## src/rtl/lane_key_conditioner.sv

```systemverilog
// Lane button conditioner: per-lane two-flop synchroniser, debounce FSM and
// registered press/release pulses, plus a lowest-lane-wins encoder for the hit register.

module lane_key_conditioner_lane #(
  parameter int DEB_CYCLES = 250000,
  parameter int CNT_W      = 18
) (
  input  logic C_i,
  input  logic clr_i,
  input  logic s_i,
  output logic level_o,
  output logic rise_o,
  output logic fall_o
);

  typedef enum logic [1:0] {
    IDLE    = 2'd0,
    ARM_ON  = 2'd1,
    HELD    = 2'd2,
    ARM_OFF = 2'd3
  } laneState_e;

  localparam logic [CNT_W-1:0] LastCount = CNT_W'(DEB_CYCLES - 1);

  laneState_e       state_q;
  laneState_e       state_d;
  logic [CNT_W-1:0] cnt_q;
  logic [CNT_W-1:0] cnt_d;
  logic             level_q;
  logic             level_d;

  always_ff @(posedge C_i) begin
    if (clr_i) begin
      state_q <= IDLE;
      cnt_q   <= '0;
      level_q <= 1'b0;
    end else begin
      state_q <= state_d;
      cnt_q   <= cnt_d;
      level_q <= level_d;
    end
  end

  // The counter restarts on every state change and stops at LastCount, so it never wraps.
  always_comb begin
    state_d = state_q;
    cnt_d   = cnt_q;
    case (state_q)
      IDLE: begin
        if (s_i) begin
          state_d = ARM_ON;
          cnt_d   = '0;
        end
      end
      ARM_ON: begin
        if (!s_i) begin
          state_d = IDLE;
          cnt_d   = '0;
        end else if (cnt_q == LastCount) begin
          state_d = HELD;
          cnt_d   = '0;
        end else begin
          cnt_d = cnt_q + CNT_W'(1);
        end
      end
      HELD: begin
        if (!s_i) begin
          state_d = ARM_OFF;
          cnt_d   = '0;
        end
      end
      ARM_OFF: begin
        if (s_i) begin
          state_d = HELD;
          cnt_d   = '0;
        end else if (cnt_q == LastCount) begin
          state_d = IDLE;
          cnt_d   = '0;
        end else begin
          cnt_d = cnt_q + CNT_W'(1);
        end
      end
      default: begin
        state_d = IDLE;
        cnt_d   = '0;
      end
    endcase
  end

  always_comb begin
    level_d = (state_d == HELD) || (state_d == ARM_OFF);
    rise_o  = (state_q == ARM_ON)  && (state_d == HELD);
    fall_o  = (state_q == ARM_OFF) && (state_d == IDLE);
  end

  assign level_o = level_q;

endmodule

module lane_key_conditioner #(
  parameter int DEB_CYCLES = 250000,
  parameter int CNT_W      = 18
) (
  input  logic       C_i,
  input  logic       clr_i,
  input  logic [3:0] btn_i,
  input  logic       en_i,
  output logic [3:0] level_o,
  output logic [3:0] press_o,
  output logic [3:0] release_o,
  output logic       hit_any_o,
  output logic [1:0] lane_code_o
);

  logic [3:0] syncMeta_q;
  logic [3:0] syncOut_q;
  logic [3:0] laneRise;
  logic [3:0] laneFall;
  logic [3:0] press_q;
  logic [3:0] press_d;
  logic [3:0] release_q;
  logic [3:0] release_d;
  logic       hitAny_q;
  logic       hitAny_d;
  logic [1:0] laneCode_q;
  logic [1:0] laneCode_d;

  always_ff @(posedge C_i) begin
    if (clr_i) begin
      syncMeta_q <= '0;
      syncOut_q  <= '0;
    end else begin
      syncMeta_q <= btn_i;
      syncOut_q  <= syncMeta_q;
    end
  end

  for (genvar i = 0; i < 4; i++) begin : g_lane
    lane_key_conditioner_lane #(
      .DEB_CYCLES(DEB_CYCLES),
      .CNT_W     (CNT_W)
    ) u_lane (
      .C_i    (C_i),
      .clr_i  (clr_i),
      .s_i    (syncOut_q[i]),
      .level_o(level_o[i]),
      .rise_o (laneRise[i]),
      .fall_o (laneFall[i])
    );
  end

  // Events are gated by en on the edge that registers them, so a masked event is simply lost.
  always_comb begin
    press_d    = laneRise & {4{en_i}};
    release_d  = laneFall & {4{en_i}};
    hitAny_d   = |press_d;
    laneCode_d = 2'd0;
    for (int i = 3; i >= 0; i--) begin
      if (press_d[i]) begin
        laneCode_d = 2'(i);
      end
    end
  end

  always_ff @(posedge C_i) begin
    if (clr_i) begin
      press_q    <= '0;
      release_q  <= '0;
      hitAny_q   <= 1'b0;
      laneCode_q <= 2'd0;
    end else begin
      press_q    <= press_d;
      release_q  <= release_d;
      hitAny_q   <= hitAny_d;
      laneCode_q <= laneCode_d;
    end
  end

  assign press_o     = press_q;
  assign release_o   = release_q;
  assign hit_any_o   = hitAny_q;
  assign lane_code_o = laneCode_q;

endmodule

```

## config.mk

```make
export PLATFORM = sky130hd
export DESIGN_NAME = lane_key_conditioner
export DESIGN_NICKNAME = d
export VERILOG_FILES = /design/src/rtl/lane_key_conditioner.sv
export SDC_FILE = /design/constraint.sdc
export NUM_CORES = 1
export LEC_CHECK = 0
export BUFFER_PORTS_ARGS = -buffer_cell sky130_fd_sc_hd__buf_2
export CAP_MARGIN = 30
export CORE_MARGIN = 8
export CORE_UTILIZATION = 35
export DETAILED_ROUTE_END_ITERATION = 7
export PLACE_DENSITY_LB_ADDON = 0.2
export SETUP_SLACK_MARGIN = 0.3
export SLEW_MARGIN = 20
export SYNTH_ARGS = -nofsm -noshare
export SYNTH_HDL_FRONTEND = slang
export SYNTH_SLANG_ARGS = --single-unit
```

## constraint.sdc

```tcl
create_clock -name C_i -period 2 [get_ports C_i]
set_clock_uncertainty 0.1 [all_clocks]
set_input_delay 0.3 -clock C_i [delete_from_list [all_inputs] [get_ports C_i]]
set_output_delay 0.3 -clock C_i [all_outputs]
set_load 0.005 [all_outputs]
```

==> impl_metrics.tcl <==
set metrics [dict create \
    status "finished with violations" \
    violations "setup timing" \
    final_net_count 702 \
    synth.cell_area_um2 4787 \
    drtPass1Iterations 4 \
    whs_endpoint "syncMeta_q[2]$_SDFF_PP0_" \
    setup_ws_ns -0.09197 \
    total_power_w 0.003889 \
    dpl.hpwl_um 8484 \
    worst_pin_slew_ns 0.5867 \
    port-buffer-count 21 \
    placement.cell_area_um2 5731 \
    route.detailed.drc 0 \
    worstReg2RegEnd "g_lane[1].u_lane.cnt_q[4]$_SDFFE_PP0P_" \
    yosysWarnings 0 \
    cts_sinks 103 \
    max_freq_mhz 478.0 \
    ir_drop_v 0.0004322 \
    setup-tns-final_ns -0.3503 \
    worst_skew_pair.late_latency_ns 0.35 \
    setup_viol 8 \
    rrSetupSlack_ns -0.09 \
    cts-root-buf "clkbuf_16" \
    path_class "flop to flop" \
    period_share_pct 104.6 \
    cap_violations 0 \
    end_kind "flop" \
    seqCellArea_um2 2123 \
    core_area_um2 13300 \
    synth_cells 564 \
    multiInputGateArea_um2 3193 \
    cts_made_buffers 9 \
    grt_pass1_wl_um 21550 \
    place.gp.congestion 0.8010 \
    ys_seq_elements 103 \
    hp-class "input port to flop" \
    r2r-start "g_lane[1].u_lane.cnt_q[9]$_SDFFE_PP0P_" \
    fin_util_pct 52.75 \
    synthFlopType "dfxtp_1" \
    cts_buffer_depth 2 \
    rr_worst_depth 7 \
    num_antenna_cells 0 \
    grt_max_degree 50 \
    synth_edf_count 0 \
    die_h_um 133.0 \
    die_area_um2 17680 \
    drt_iter0_drc 271 \
    hold_buffers 0 \
    hold_viol 0 \
    start_kind "flop" \
    track_usage_pct 14.65 \
    ys_seq_area_share_pct 43.07 \
    holdWs_ns 0.05492 \
    grt_setup_unrepaired "yes" \
    post_drt_wl_per_cell_um 15.22 \
    clkTransAtPathRegs_ns 0.07 \
    drtAntennaViolNets 0 \
    die_w_um 133.0 \
    cts-htree-levels 3 \
    crit_fanout 5 \
    async_flop_share_pct 0 \
    rows 42 \
    worstPathArrival_ns 2.23 \
    min_from "btn_i[2]" \
    p_leak_nw 2.588 \
    totalWireLength_um 13270 \
    viasPerCell 5.250 \
    period_minus_slack_ns 2.092 \
    overflow 0 \
    synth.avg_cell_area_um2 8.488 \
    syn_nets 575 \
    fillers 1196 \
    antenna_found_initial 0 \
    power_density_nw_per_um2 554.5 \
    grt_pass1_vias 4519 \
    cp.required_ns 2.14 \
    slew_violations 0 \
    dr_total_vias 4578 \
    final_layout_size_suffix_gt1_share_pct 42.96 \
    whs_path_depth 2 \
    slew_headroom_pct 60.76 \
    io-pin-count 22 \
    stdcell_area_um2 7013 \
    cts_tree "built" \
    start_util_pct 36.01 \
    yosysUniqueCellTypes 62 \
    syn2layout_area_growth_pct 46.50 \
]
layout make-up:
cell class / count / share of cell area [%]
Multi-Input combinational cell: 420 / 45.53
Inverter: 22 / 1.178
Timing Repair Buffer: 135 / 15.93
Tap cell: 176 / 3.140
Clock buffer: 11 / 3.461
Clock inverter: 5 / 0.4817
Sequential cell: 103 / 30.28
cell usage in the layout, fill, tap and decap left out, types with 5 or more instances in the layout:
cell / n
nand3_1: 27
a31oi_1: 12
nor4_4: 7
or2_2: 6
nor2_1: 55
dfxtp_4: 7
a21oi_2: 15
o21ai_0: 9
nor4_1: 6
o21ai_1: 8
and2_1: 5
buf_2: 21
xnor2_1: 14
nor3_1: 10
nand4_1: 14
xor2_1: 8
dfxtp_2: 28
clkbuf_16: 9
o21ai_2: 5
nand3_4: 6
nand3_2: 7
nand2_1: 53
and3_1: 11
a22o_1: 5
dfxtp_1: 68
nor2b_1: 9
a21oi_1: 13
nor3_4: 5
buf_4: 88
or4b_4: 5
mux2i_1: 8
inv_1: 21
buf_6: 21
metrics by stage:
| stage | setup slack, ns | std cells |
|---|---|---|
| 3_5_place_dp | -0.05553 | 814 |
| 4_1_cts | -0.02789 | 851 |
| 5_1_grt | -0.1387 | 872 |
| 6_report | -0.09197 | 872 |
| 3_3_place_gp | -0.01005 | 814 |
| 2_1_floorplan | -0.01188 | 564 |
worst max path at each step:
stage,startpoint,endpoint,slack [ns],depth (start not counted)
6_report,g_lane[1].u_lane.cnt_q[9]$_SDFFE_PP0P_,g_lane[1].u_lane.cnt_q[4]$_SDFFE_PP0P_,-0.09,7
5_1_grt,g_lane[1].u_lane.cnt_q[9]$_SDFFE_PP0P_,g_lane[1].u_lane.cnt_q[4]$_SDFFE_PP0P_,-0.14,7
3_5_place_dp,g_lane[3].u_lane.cnt_q[6]$_SDFFE_PP0P_,g_lane[3].u_lane.cnt_q[13]$_SDFFE_PP0P_,-0.06,6
2_1_floorplan,g_lane[1].u_lane.cnt_q[1]$_SDFFE_PP0P_,g_lane[1].u_lane.cnt_q[16]$_SDFFE_PP0P_,-0.01,6
3_3_place_gp,g_lane[3].u_lane.cnt_q[10]$_SDFFE_PP0P_,lane_code_o[0]$_SDFF_PP0_,-0.01,5
4_1_cts,g_lane[3].u_lane.cnt_q[10]$_SDFFE_PP0P_,lane_code_o[0]$_SDFF_PP0_,-0.03,5
metal layers:
layer / track usage (%) / wire length (um)
met1: 17.27 / 6003
met5: 0 / 0
met2: 24.92 / 6574
met4: 6.372 / 283
met3: 3.255 / 409
what timing repair did:
action                     CTS  global route
gates cloned                 4             1
pin swaps                   29            43
resized for setup           95            78
setup buffers               17            20
setup endpoints to repair   86            89
kinds of logic (layout without fill, tap and decap cells):
logic type | count (synthesis) | in the layout | share of synthesized area, %
mux | 12 | 12 | 2.509
simple gates | 276 | 276 | 31.21
compound gates | 103 | 103 | 13.70
buf+inv | 41 | 173 | 3.894
fa+ha+maj | 4 | 4 | 1.046
xor+xnor | 25 | 25 | 4.574
flops | 103 | 103 | 43.07
synth_stat cells (all sizes together) (2+ instances only):
cell / count / share of area [%]
and4b: 2 / 0.42
xnor2: 14 / 2.6
nor2: 60 / 4.7
and4: 3 / 0.55
nor4b: 3 / 0.55
nor4: 15 / 2.6
a21oi: 30 / 3.2
a22oi: 5 / 0.78
buf: 11 / 1.5
o211ai: 4 / 0.63
clkbuf: 8 / 0.63
nand3: 40 / 4.4
or3: 5 / 0.76
a22o: 5 / 0.91
or4: 5 / 0.86
xor2: 11 / 2.0
or3b: 2 / 0.37
a21o: 4 / 0.63
or2: 6 / 0.78
or4b: 6 / 1.4
inv: 22 / 1.7
mux2i: 12 / 2.5
nand2b: 4 / 0.52
a31oi: 14 / 1.8
nor2b: 10 / 1.3
and2: 5 / 0.65
o31a: 2 / 0.39
and3: 12 / 1.6
nand2: 59 / 4.6
o21ai: 22 / 2.4
nand4: 14 / 1.8
a211oi: 5 / 0.89
a311oi: 3 / 0.55
o21bai: 2 / 0.31
nor3: 18 / 2.0
dfxtp: 103 / 43
ha: 4 / 1.0
nand4bb: 2 / 0.47
nand3b: 4 / 0.63
power breakdown:
part | internal (W) | total (W) | switching [W]
clock | 0.000877 | 0.00167 | 0.000797
sequential | 0.00205 | 0.00206 | 0.0000133
combinational | 0.0000557 | 0.000151 | 0.0000951
total | 0.00298 | 0.00389 | 0.000906
state kept, by name (all words and copies together), names as in the netlist:
name                   count
release_o                  4
g_lane.u_lane.state_q      8
g_lane.u_lane.level_o      4
syncOut_q                  4
syncMeta_q                 4
g_lane.u_lane.cnt_q       72
hit_any_o                  1
press_o                    4
lane_code_o                2
critical path: stages (launching register included):
cell	delay [ns]
dfxtp_4	0.35
or4b_4	0.56
nor3_4	0.28
a211oi_4	0.10
buf_4	0.14
buf_6	0.12
a21o_1	0.15
a22o_1	0.18
Note: power is estimated with default switching activity, not from simulation.
